`src/rtl/rram_imc_ctrl.sv`:
```
// Wishbone-programmed operation sequencer for the RRAM in-memory-compute macro:
// times WL/BL/SL pulses, strobes sense amps and ADCs, and captures results.
module rram_imc_ctrl #(
    parameter int unsigned ROWS     = 16,
    parameter int unsigned COLS     = 16,
    parameter int unsigned ADC_BITS = 3,
    parameter int unsigned CNT_W    = 8
) (
    input  logic                     clk,
    input  logic                     rst,
    input  logic                     wbs_cyc_i,
    input  logic                     wbs_stb_i,
    input  logic                     wbs_we_i,
    input  logic [3:0]               wbs_sel_i,
    input  logic [31:0]              wbs_adr_i,
    input  logic [31:0]              wbs_dat_i,
    output logic                     wbs_ack_o,
    output logic [31:0]              wbs_dat_o,
    input  logic                     enable_im,
    output logic [ROWS-1:0]          wl_en,
    output logic [COLS-1:0]          bl_en,
    output logic                     sl_en,
    output logic [1:0]               vsel,
    output logic                     csa_en,
    output logic                     adc_start,
    input  logic                     adc_done,
    input  logic [COLS*ADC_BITS-1:0] adc_data,
    output logic                     irq
);

    localparam int unsigned RES_W     = COLS * ADC_BITS;
    localparam int unsigned RES_WORDS = (RES_W + 31) / 32;
    localparam int unsigned RES_PAD   = RES_WORDS * 32;

    localparam logic [2:0] OP_FORM    = 3'd1;
    localparam logic [2:0] OP_SET     = 3'd2;
    localparam logic [2:0] OP_RESET   = 3'd3;
    localparam logic [2:0] OP_READ    = 3'd4;
    localparam logic [2:0] OP_COMPUTE = 3'd5;

    typedef enum logic [2:0] {
        S_IDLE, S_SETUP, S_PULSE, S_DISCH, S_SENSE, S_WAIT_ADC, S_CAPTURE, S_DONE
    } state_e;

    state_e             state_q, state_d;
    logic [CNT_W-1:0]   cnt_q, cnt_d;
    logic [2:0]         op_q, op_d;
    logic               ie_q, ie_d;
    logic [ROWS-1:0]    row_q, row_d;
    logic [COLS-1:0]    col_q, col_d;
    logic [CNT_W-1:0]   pulse_q, pulse_d, settle_q, settle_d;
    logic               busy_q, busy_d, done_q, done_d, err_q, err_d, abort_q, abort_d;
    logic [RES_W-1:0]   result_q, result_d;
    logic               ack_q, ack_d, go_q, go_d;
    logic [31:0]        dat_q, dat_d;
    logic [ROWS-1:0]    wl_q, wl_d;
    logic [COLS-1:0]    bl_q, bl_d;
    logic               sl_q, sl_d, csa_q, csa_d, adcs_q, adcs_d, irq_q, irq_d;
    logic [1:0]         vsel_q, vsel_d;

    logic               hw_err, hw_abort, capture;
    logic               req, wr, locked, start_req, start_ok, drive, active;
    logic [4:0]         idx;
    logic [2:0]         clr;
    logic [31:0]        rdata;
    logic [RES_PAD-1:0] res_pad;
    logic               unused_adr;

    assign unused_adr = ^{wbs_adr_i[31:7], wbs_adr_i[1:0]};
    assign res_pad    = RES_PAD'(result_q);

    function automatic logic [CNT_W-1:0] load(input logic [CNT_W-1:0] n);
        return (n == '0) ? '0 : n - CNT_W'(1);
    endfunction

    function automatic logic [31:0] merge(input logic [31:0] old, input logic [31:0] dat,
                                          input logic [3:0] sel);
        logic [31:0] r;
        r = old;
        for (int b = 0; b < 4; b++) begin
            if (sel[b]) r[8*b +: 8] = dat[8*b +: 8];
        end
        return r;
    endfunction

    // Next-state logic of the operation engine
    always_comb begin
        state_d  = state_q;
        cnt_d    = cnt_q;
        hw_err   = 1'b0;
        hw_abort = 1'b0;
        capture  = 1'b0;
        active   = (state_q != S_IDLE) && (state_q != S_DONE);
        case (state_q)
            S_IDLE: if (go_q) begin
                state_d = S_SETUP;
                cnt_d   = load(settle_q);
            end
            S_SETUP: if (cnt_q == '0) begin
                state_d = S_PULSE;
                cnt_d   = load(pulse_q);
            end else cnt_d = cnt_q - CNT_W'(1);
            S_PULSE: if (cnt_q == '0) begin
                if (op_q == OP_READ || op_q == OP_COMPUTE) begin
                    state_d = S_SENSE;
                end else begin
                    state_d = S_DISCH;
                    cnt_d   = load(settle_q);
                end
            end else cnt_d = cnt_q - CNT_W'(1);
            S_SENSE: begin
                state_d = S_WAIT_ADC;
                cnt_d   = {{(CNT_W-1){1'b1}}, 1'b0};
            end
            S_WAIT_ADC: if (adc_done) begin
                state_d = S_CAPTURE;
                capture = 1'b1;
            end else if (cnt_q == '0) begin
                state_d = S_DISCH;
                cnt_d   = load(settle_q);
                hw_err  = 1'b1;
            end else cnt_d = cnt_q - CNT_W'(1);
            S_CAPTURE: begin
                state_d = S_DISCH;
                cnt_d   = load(settle_q);
            end
            S_DISCH: if (cnt_q == '0) state_d = S_DONE;
                     else cnt_d = cnt_q - CNT_W'(1);
            S_DONE: state_d = S_IDLE;
            default: state_d = S_IDLE;
        endcase
        // Losing the global enable mid-operation kills the run without completion
        if (active && !enable_im) begin
            state_d  = S_IDLE;
            hw_abort = 1'b1;
            hw_err   = 1'b1;
            capture  = 1'b0;
        end
    end

    // Bus decode, register file next values and registered array drive
    always_comb begin
        idx       = wbs_adr_i[6:2];
        req       = wbs_cyc_i && wbs_stb_i && !ack_q;
        wr        = req && wbs_we_i;
        locked    = busy_q || go_q;
        start_req = wr && (idx == 5'd0) && wbs_sel_i[0] && wbs_dat_i[3] && !locked;
        start_ok  = enable_im && (wbs_dat_i[2:0] >= OP_FORM) && (wbs_dat_i[2:0] <= OP_COMPUTE)
                    && (row_q != '0) && (col_q != '0)
                    && ((wbs_dat_i[2:0] != OP_READ) || ((row_q & (row_q - ROWS'(1))) == '0));
        clr       = (wr && (idx == 5'd4) && wbs_sel_i[0]) ? wbs_dat_i[3:1] : 3'b000;

        op_d     = op_q;
        ie_d     = ie_q;
        row_d    = row_q;
        col_d    = col_q;
        pulse_d  = pulse_q;
        settle_d = settle_q;
        if (wr && !locked) begin
            if (idx == 5'd0 && wbs_sel_i[0]) begin
                op_d = wbs_dat_i[2:0];
                ie_d = wbs_dat_i[4];
            end
            if (idx == 5'd1) row_d = ROWS'(merge(32'(row_q), wbs_dat_i, wbs_sel_i));
            if (idx == 5'd2) col_d = COLS'(merge(32'(col_q), wbs_dat_i, wbs_sel_i));
            if (idx == 5'd3 && wbs_sel_i[0]) begin
                pulse_d  = wbs_dat_i[CNT_W-1:0];
                settle_d = wbs_dat_i[CNT_W+7:8];
            end
        end
        go_d     = start_req && start_ok;
        done_d   = (done_q & ~clr[0]) | (state_d == S_DONE);
        err_d    = (err_q & ~clr[1]) | hw_err | (start_req && !start_ok);
        abort_d  = (abort_q & ~clr[2]) | hw_abort;
        result_d = capture ? adc_data : result_q;
        irq_d    = done_d && ie_d;

        rdata = '0;
        case (idx)
            5'd0: rdata = {27'd0, ie_q, 1'b0, op_q};
            5'd1: rdata = 32'(row_q);
            5'd2: rdata = 32'(col_q);
            5'd3: rdata = 32'(pulse_q) | (32'(settle_q) << 8);
            5'd4: rdata = {28'd0, abort_q, err_q, done_q, busy_q};
            default: begin
                for (int k = 0; k < RES_WORDS; k++) begin
                    if (idx == 5'(5 + k)) rdata = res_pad[32*k +: 32];
                end
            end
        endcase
        ack_d = req;
        dat_d = (req && !wbs_we_i) ? rdata : '0;

        drive  = (state_d == S_PULSE) || (state_d == S_SENSE) ||
                 (state_d == S_WAIT_ADC) || (state_d == S_CAPTURE);
        busy_d = (state_d != S_IDLE) && (state_d != S_DONE);
        wl_d   = drive ? row_q : '0;
        bl_d   = drive ? col_q : '0;
        sl_d   = drive;
        csa_d  = (state_d == S_SENSE) || (state_d == S_WAIT_ADC);
        adcs_d = (state_d == S_SENSE);
        vsel_d = 2'd0;
        if (busy_d) begin
            case (op_q)
                OP_FORM:  vsel_d = 2'd3;
                OP_SET:   vsel_d = 2'd1;
                OP_RESET: vsel_d = 2'd2;
                default:  vsel_d = 2'd0;
            endcase
        end
    end

    always_ff @(posedge clk or negedge rst) begin
        if (!rst) begin
            state_q  <= S_IDLE;
            cnt_q    <= '0;
            op_q     <= '0;
            ie_q     <= 1'b0;
            row_q    <= '0;
            col_q    <= '0;
            pulse_q  <= '0;
            settle_q <= '0;
            busy_q   <= 1'b0;
            done_q   <= 1'b0;
            err_q    <= 1'b0;
            abort_q  <= 1'b0;
            result_q <= '0;
            ack_q    <= 1'b0;
            go_q     <= 1'b0;
            dat_q    <= '0;
            wl_q     <= '0;
            bl_q     <= '0;
            sl_q     <= 1'b0;
            csa_q    <= 1'b0;
            adcs_q   <= 1'b0;
            irq_q    <= 1'b0;
            vsel_q   <= '0;
        end else begin
            state_q  <= state_d;
            cnt_q    <= cnt_d;
            op_q     <= op_d;
            ie_q     <= ie_d;
            row_q    <= row_d;
            col_q    <= col_d;
            pulse_q  <= pulse_d;
            settle_q <= settle_d;
            busy_q   <= busy_d;
            done_q   <= done_d;
            err_q    <= err_d;
            abort_q  <= abort_d;
            result_q <= result_d;
            ack_q    <= ack_d;
            go_q     <= go_d;
            dat_q    <= dat_d;
            wl_q     <= wl_d;
            bl_q     <= bl_d;
            sl_q     <= sl_d;
            csa_q    <= csa_d;
            adcs_q   <= adcs_d;
            irq_q    <= irq_d;
            vsel_q   <= vsel_d;
        end
    end

    assign wbs_ack_o = ack_q;
    assign wbs_dat_o = dat_q;
    assign wl_en     = wl_q;
    assign bl_en     = bl_q;
    assign sl_en     = sl_q;
    assign vsel      = vsel_q;
    assign csa_en    = csa_q;
    assign adc_start = adcs_q;
    assign irq       = irq_q;

endmodule

```
`config.mk`:
```
export PLATFORM = sky130hd
export DESIGN_NAME = rram_imc_ctrl
export DESIGN_NICKNAME = d
export VERILOG_FILES = /design/src/rtl/rram_imc_ctrl.sv
export SDC_FILE = /design/constraint.sdc
export NUM_CORES = 1
export LEC_CHECK = 0
export CAP_MARGIN = 5
export CORE_MARGIN = 10
export CORE_UTILIZATION = 33
export CTS_BUF_LIST = sky130_fd_sc_hd__clkbuf_16
export CTS_CLUSTER_SIZE = 14
export DETAILED_ROUTE_END_ITERATION = 6
export GPL_ROUTABILITY_DRIVEN = 0
export GPL_TIMING_DRIVEN = 0
export MAX_ROUTING_LAYER = met4
export SYNTH_ARGS = -nofsm -noshare
export SYNTH_HDL_FRONTEND = slang
export SYNTH_SLANG_ARGS = --single-unit
```
`constraint.sdc`:
```
create_clock -name clk -period 3.65 [get_ports clk]
set_input_delay 0.5475 -clock clk [delete_from_list [all_inputs] [get_ports clk]]
set_output_delay 0.5475 -clock clk [all_outputs]
set_load 0.1 [all_outputs]
```
==> results.sh, run 1 <==
export IMPL_hold_buffers=0
export IMPL_avgRoutedWirePerCell_um=20.3
export IMPL_timing_final_hold_violations=0
export IMPL_net_count_synth=817
export IMPL_dr_first_iter_drc_count=544
export IMPL_global_route_usage_total=0.156
export IMPL_critical_path_peak_fanout=10
export IMPL_cts_root_to_sink_buffers=2
export IMPL_ant_nets=0
export IMPL_drt_pass1_iterations=5
export IMPL_initial_utilization=0.334
export IMPL_floorplan_core_area_um2=25100
export IMPL_postCtsSetupRepairBufs=0
export IMPL_placement_setup_worst_slack_ps=381
export IMPL_report_final_setup_viol=0
export IMPL_finalClockSkew_ps=12.8
export IMPL_clk_insertion_delay_late_ps=440
export IMPL_end_kind="flip-flop"
export IMPL_maximum_number_of_pins_on_one_net_before_global_route_repair=115
export IMPL_synth_area_leaders="sky130_fd_sc_hd__dfrtp_1 56%, sky130_fd_sc_hd__mux2_2 15%, sky130_fd_sc_hd__and2_1 3.8%"
export IMPL_critical_path_class="flip-flop to flip-flop"
export IMPL_final_min_period_over_clock_period=0.913
export IMPL_num_vias=6219
export IMPL_ff2ff_setup_slack_ps=320
export IMPL_chipWidth_um=179
export IMPL_slew_violations=0
export IMPL_final_setup_tns_ps=0
export IMPL_synth_seq_area_share=0.558
export IMPL_maxCapViolations=0
export IMPL_clockRootBuffer="sky130_fd_sc_hd__clkbuf_16"
export IMPL_final_setup_worst_slack_ps=317
export IMPL_cpMaxStageDelayCell="sky130_fd_sc_hd__nor3b_1"
export IMPL_row_count=58
export IMPL_path_clk_slew_ps=80
export IMPL_layout_area_overhead_vs_synth_pct=30.4
export IMPL_cts_sinks=187
export IMPL_antenna_found_initial=1
export IMPL_h_tree_lvl_count=4
export IMPL_p_leak_nw=4.90
export IMPL_grt_pass1_vias=6395
export IMPL_worstPathCellList="inv_1, ha_1, nor3b_1, nand2_1, o311ai_1, nor2_1, nor3_2, buf_2, and2_1"
export IMPL_critical_path_max_stage_delay_ps=600
export IMPL_synthTopCellsByCount="187 x sky130_fd_sc_hd__dfrtp_1, 110 x sky130_fd_sc_hd__mux2_2, 51 x sky130_fd_sc_hd__and2_1"
export IMPL_place_port_buffers=147
export IMPL_dpl_cell_area_um2=10300
export IMPL_holdWs_ps=57.9
export IMPL_share_of_cells_above_drive_strength_1=0.190
export IMPL_cts_buffers=17
export IMPL_cpLargestDelayFamily="simple AND/OR/NAND/NOR gates"
export IMPL_synth_edff_count=0
export IMPL_die_area_um2=32200
export IMPL_netlist_cell_type_count=66
export IMPL_place_detailed_instances=1166
export IMPL_die_h_um=179
export IMPL_synth_cell_area_um2=8380
export IMPL_drt_total_wl_mm=24.4
export IMPL_num_io_pins=194
export IMPL_arrival_time_of_the_worst_setup_path_ps=3690
export IMPL_r2r_start="cnt_q[0]$_DFFE_PN0P_"
export IMPL_route_detailed_drc=0
export IMPL_status="finished clean"
export IMPL_yosysTopAreaCellShare=0.558
export IMPL_timing_critical_path_from_type="flip-flop"
export IMPL_setup_repair_after_global_routing_missed_its_margin="false"
export IMPL_synth_area_per_cell_um2=12.2
export IMPL_powerDensity_nw_per_um2=478
export IMPL_final_design_area_no_fill_um2=10900
export IMPL_rr_worst_depth=9
export IMPL_ctsResizeCount=0
export IMPL_global_route_overflow_total=0
export IMPL_cp_num_buf_inv=2
export IMPL_synthMostInstantiatedCell="sky130_fd_sc_hd__dfrtp_1"
export IMPL_ir_worst_vdd_uv=311
export IMPL_grt_first_pass_wirelength_mm=37.4
export IMPL_final_min_clock_period_ps=3330
export IMPL_hpwlAfterDp_mm=18.3
export IMPL_slew_headroom=0.302
export IMPL_maxClockFrequency_mhz=300
export IMPL_hold_path_class="primary input to asynchronous set/reset pin"
export IMPL_drt_vias_per_instance=5.19
export IMPL_main_flop_type_after_synthesis="sky130_fd_sc_hd__dfrtp_1"
export IMPL_nNetsFinal=984
export IMPL_fillers=2407
export IMPL_required_ps=4010
export IMPL_yosysWarningCount=0
export IMPL_synthCells=688
export IMPL_finalNonFillerCells=1199
export IMPL_cts_tree="done"
export IMPL_postSynth_asyncResetShare=1.00
export IMPL_worst_slew_pin_transition_ps=1030
export IMPL_rr_endpoint="bl_en[5]$_DFF_PN0_"
export IMPL_cell_type_with_the_highest_aggregate_area_in_the_netlist="sky130_fd_sc_hd__dfrtp_1"
export IMPL_synth_seq_cells=187
## worst max path at each step
stage                     cells after the start                  from                      end
after floorplan                               6   wbs_ack_o$_DFF_PN0_   pulse_q[3]$_DFFE_PN0P_
after global placement                        1                   rst  wbs_dat_o[22]$_DFF_PN0_
after detailed placement                      9  cnt_q[0]$_DFFE_PN0P_       bl_en[5]$_DFF_PN0_
after CTS                                     9  cnt_q[0]$_DFFE_PN0P_       bl_en[5]$_DFF_PN0_
after global routing                          9  cnt_q[0]$_DFFE_PN0P_       bl_en[5]$_DFF_PN0_
final                                         9  cnt_q[0]$_DFFE_PN0P_       bl_en[5]$_DFF_PN0_
## routing by layer
layer	GRT usage	vias up	part of all wire	wire length [um]
li1	-	2863	-	-
met1	0.207	3136	0.45	11000
met2	0.239	209	0.48	11800
met3	0.0346	11	0.053	1300
met4	0.0376	0	0.011	264
met5	-	-	0	0
## placed cells by master (no fill, tap or decap), types with 4 or more instances in the layout
cell type,instances
sky130_fd_sc_hd__nor4_1,8
sky130_fd_sc_hd__o21ai_0,13
sky130_fd_sc_hd__mux2_2,110
sky130_fd_sc_hd__a22o_1,14
sky130_fd_sc_hd__ha_1,6
sky130_fd_sc_hd__mux2i_1,4
sky130_fd_sc_hd__xnor2_1,6
sky130_fd_sc_hd__or3_1,4
sky130_fd_sc_hd__nor3b_1,4
sky130_fd_sc_hd__a31oi_1,4
sky130_fd_sc_hd__and3_1,6
sky130_fd_sc_hd__a21oi_1,16
sky130_fd_sc_hd__nand3_1,7
sky130_fd_sc_hd__nand2_1,40
sky130_fd_sc_hd__inv_6,6
sky130_fd_sc_hd__a222oi_1,16
sky130_fd_sc_hd__nand2b_1,5
sky130_fd_sc_hd__buf_2,7
sky130_fd_sc_hd__o31ai_1,5
sky130_fd_sc_hd__clkbuf_16,17
sky130_fd_sc_hd__clkdlybuf4s50_1,146
sky130_fd_sc_hd__or4_1,4
sky130_fd_sc_hd__dfrtp_1,187
sky130_fd_sc_hd__o311ai_1,4
sky130_fd_sc_hd__nor3_1,22
sky130_fd_sc_hd__clkbuf_1,20
sky130_fd_sc_hd__mux4_2,4
sky130_fd_sc_hd__nor2b_1,5
sky130_fd_sc_hd__inv_1,13
sky130_fd_sc_hd__nor2_1,43
sky130_fd_sc_hd__and2_1,51
sky130_fd_sc_hd__a211oi_1,5
## layout make-up
type                       count  area [um^2]  area share
buffer                        29          118      0.0108
clock buffer                  17          425      0.0389
timing repair buffer         148         1500       0.138
multi-input combinational    460         3540       0.324
antenna                        1         2.50    0.000229
sequential                   187         4680       0.428
clock inverter                15          206      0.0189
tap                          330          413      0.0378
inverter                      12         45.0     0.00412
## flip-flops by register name (all words and copies together), names as in the netlist, 2 cells and up
| name | cells |
|---|---|
| result_q | 48 |
| wbs_dat_o | 32 |
| bl_en | 16 |
| col_q | 16 |
| row_q | 16 |
| wl_en | 16 |
| cnt_q | 8 |
| pulse_q | 8 |
| settle_q | 8 |
| op_q | 3 |
| state_q | 3 |
| vsel | 2 |
## kinds of logic (layout without fill, tap and decap cells)
group                    Yosys count  count (layout)  synth area share
other                              0               1                 0
multiplexers                     118             118             0.163
XOR/XNOR                           9               9           0.00940
AND/OR/NAND/NOR                  219             219             0.141
AO/OA/AOI/OAI                    107             107            0.0988
adder cells (fa/ha/maj)            7               7            0.0102
flip-flops                       187             187             0.558
buffers and inverters             41             221            0.0194
## power by group
group / internal (W) / switching (W)
Clock: 0.00111 / 0.000881
Combinational: 0.000379 / 0.000541
Sequential: 0.00220 / 0.000122
Total: 0.00368 / 0.00154
## through the flow
step / power, W / utilization
after detailed placement: 0.00327 / 0.410
after global routing: 0.00547 / 0.435
after floorplan: 0.00292 / -
after global placement: 0.00325 / 0.409
final: 0.00523 / 0.435
after CTS: 0.00527 / 0.435
Power figures use the tool's default switching activity.
==> run 2: changes to the inputs <==
CORE_MARGIN = 2   (was 10)
==> run 2 against run 1 <==
Against the previous run: combinational power decreased by 0.4%; final cell count decreased by 0.17%; register-to-register slack improved by 230 ps; first-iteration DRC count decreased by 1.1%; largest cell class unchanged; power decreased by 3.3%; die area decreased by 17%; global-route usage increased by 2.6 points; via count decreased by 0.80%; clock skew increased by 7.0 ps; sequential share of layout area increased by 0.20 points; flip-flop and latch count unchanged; clock power decreased by 9%.
==> results.sh, run 2 (synthesis gave the netlist of run 1 again) <==
export IMPL_timing_critical_path_from_type="flip-flop"
export IMPL_drt_total_wl_mm=23.0
export IMPL_fillers=2353
export IMPL_critical_path_peak_fanout=10
export IMPL_grt_pass1_vias=6221
export IMPL_slew_headroom=0.278
export IMPL_worst_slew_pin_transition_ps=1070
export IMPL_floorplan_core_area_um2=25000
export IMPL_status="finished clean"
export IMPL_dpl_cell_area_um2=10300
export IMPL_arrival_time_of_the_worst_setup_path_ps=3470
export IMPL_p_leak_nw=4.87
export IMPL_layout_core_utilization=0.435
export IMPL_final_antenna_diode_count=0
export IMPL_maxClockFrequency_mhz=322
export IMPL_clockRootBuffer="sky130_fd_sc_hd__clkbuf_16"
export IMPL_hold_buffers=0
export IMPL_hpwlAfterDp_mm=17.1
export IMPL_end_kind="flip-flop"
export IMPL_chipWidth_um=163
export IMPL_die_h_um=163
export IMPL_dr_first_iter_drc_count=538
export IMPL_powerDensity_nw_per_um2=464
export IMPL_final_design_area_no_fill_um2=10900
export IMPL_place_port_buffers=147
export IMPL_final_min_clock_period_ps=3110
export IMPL_maxCapViolations=0
export IMPL_num_vias=6169
export IMPL_slew_violations=0
export IMPL_cts_tree="done"
export IMPL_final_setup_worst_slack_ps=544
export IMPL_path_clk_slew_ps=80
export IMPL_clk_insertion_delay_late_ps=450
export IMPL_initial_utilization=0.335
export IMPL_ant_nets=0
export IMPL_finalClockSkew_ps=19.8
export IMPL_share_of_cells_above_drive_strength_1=0.191
export IMPL_maximum_number_of_pins_on_one_net_before_global_route_repair=100
export IMPL_row_count=58
export IMPL_required_ps=4010
export IMPL_num_io_pins=194
export IMPL_critical_path_class="flip-flop to flip-flop"
export IMPL_antenna_found_initial=0
export IMPL_setup_repair_after_global_routing_missed_its_margin="false"
export IMPL_number_of_flip_flops_under_the_largest_register_name=48
export IMPL_cts_root_to_sink_buffers=2
export IMPL_final_min_period_over_clock_period=0.851
export IMPL_global_route_overflow_total=0
export IMPL_layout_area_overhead_vs_synth_pct=29.8
export IMPL_placement_setup_worst_slack_ps=362
export IMPL_final_common_cell="sky130_fd_sc_hd__dfrtp_1"
export IMPL_drt_vias_per_instance=5.15
export IMPL_timing_final_hold_violations=0
export IMPL_drt_pass1_iterations=5
export IMPL_route_detailed_drc=0
export IMPL_registers_top_by_ff_count="result_q"
export IMPL_postCtsSetupRepairBufs=0
export IMPL_hold_path_class="primary input to asynchronous set/reset pin"
export IMPL_avgRoutedWirePerCell_um=19.2
export IMPL_cts_buffers=17
export IMPL_nNetsFinal=984
export IMPL_ir_worst_vdd_uv=279
export IMPL_report_final_setup_viol=0
export IMPL_grt_first_pass_wirelength_mm=35.7
export IMPL_most_common_layout_cells="187 x sky130_fd_sc_hd__dfrtp_1, 146 x sky130_fd_sc_hd__clkdlybuf4s50_1, 110 x sky130_fd_sc_hd__mux2_2"
export IMPL_global_route_usage_total=0.182
export IMPL_die_area_um2=26700
export IMPL_h_tree_lvl_count=4
export IMPL_cts_sinks=187
-- run 2: cell count changes in the layout (fill, tap and decap cells not counted), moves of 2 or more --
| cell | previous run | this run |
|---|---|---|
| sky130_fd_sc_hd__inv_6 | 6 | 2 |
| sky130_fd_sc_hd__bufinv_16 | 3 | 0 |
| sky130_fd_sc_hd__inv_8 | 1 | 4 |
| sky130_fd_sc_hd__clkinv_4 | 1 | 3 |
-- run 2: critical path: stages, from the launching register on --
cell,delay (ps)
sky130_fd_sc_hd__dfrtp_1,430
sky130_fd_sc_hd__inv_1,110
sky130_fd_sc_hd__ha_1,160
sky130_fd_sc_hd__nor3b_2,350
sky130_fd_sc_hd__nand2_1,250
sky130_fd_sc_hd__o311ai_1,520
sky130_fd_sc_hd__nor2_1,150
sky130_fd_sc_hd__nor3_2,490
sky130_fd_sc_hd__buf_2,340
sky130_fd_sc_hd__and2_1,220
-- run 2: timing repair --
| item | CTS | global route |
|---|---|---|
| gates resized for setup | 0 | 1 |
| hold endpoints to repair | 0 | 0 |
| setup endpoints to repair | 0 | 14 |
-- run 2: stage by stage --
stage	hold slack (ps)	power (W)	setup TNS (ps)	instances
floorplan	252	0.00292	0	688
global placement	455	0.00325	-1123280	1165
detailed placement	462	0.00326	0	1166
CTS	169	0.00510	0	1197
global route	154	0.00530	0	1197
finish	90.4	0.00505	0	1197
-- run 2: layout make-up --
| type | count | area (um^2) | share of cell area |
|---|---|---|---|
| Buffer | 29 | 118 | 0.0108 |
| Clock buffer | 17 | 425 | 0.0391 |
| Clock inverter | 14 | 153 | 0.0140 |
| Inverter | 12 | 45.0 | 0.00414 |
| Multi-Input combinational cell | 460 | 3540 | 0.326 |
| Sequential cell | 187 | 4680 | 0.430 |
| Tap cell | 330 | 413 | 0.0379 |
| Timing Repair Buffer | 148 | 1500 | 0.138 |
-- run 2: worst paths after layout --
kind                       cells past startpoint                startpoint                 endpoint  slack [ps]
min                                            1                       rst       bl_en[8]$_DFF_PN0_          90
max reg2reg                                    9      cnt_q[0]$_DFFE_PN0P_       bl_en[5]$_DFF_PN0_         540
max                                            9      cnt_q[0]$_DFFE_PN0P_       bl_en[5]$_DFF_PN0_         540
min reg2reg                                    1  result_q[23]$_DFFE_PN0P_  wbs_dat_o[23]$_DFF_PN0_         470
max in group asynchronous                      2                       rst  wbs_dat_o[19]$_DFF_PN0_        2580
min in group clk                               1  result_q[23]$_DFFE_PN0P_  wbs_dat_o[23]$_DFF_PN0_         470
-- run 2: routing by layer --
metal / GRT usage / routed length [um]
met1: 0.250 / 10700
met4: 0.0471 / 257
met3: 0.0312 / 955
met2: 0.280 / 11100
met5: - / 0
-- run 2: power breakdown --
part	leakage (nW)	internal (W)	switching [W]
registers	2.56	0.00219	0.000124
logic	2.03	0.000382	0.000534
clock network	0.276	0.000911	0.000907
total	4.87	0.00349	0.00156
==> run 3: changes to the inputs <==
HOLD_SLACK_MARGIN = 0.1   (was not set)
SLEW_MARGIN = 10   (was not set)
==> results of run 3 <==
Final layout, timing and power as in run 2 (identical DEF).
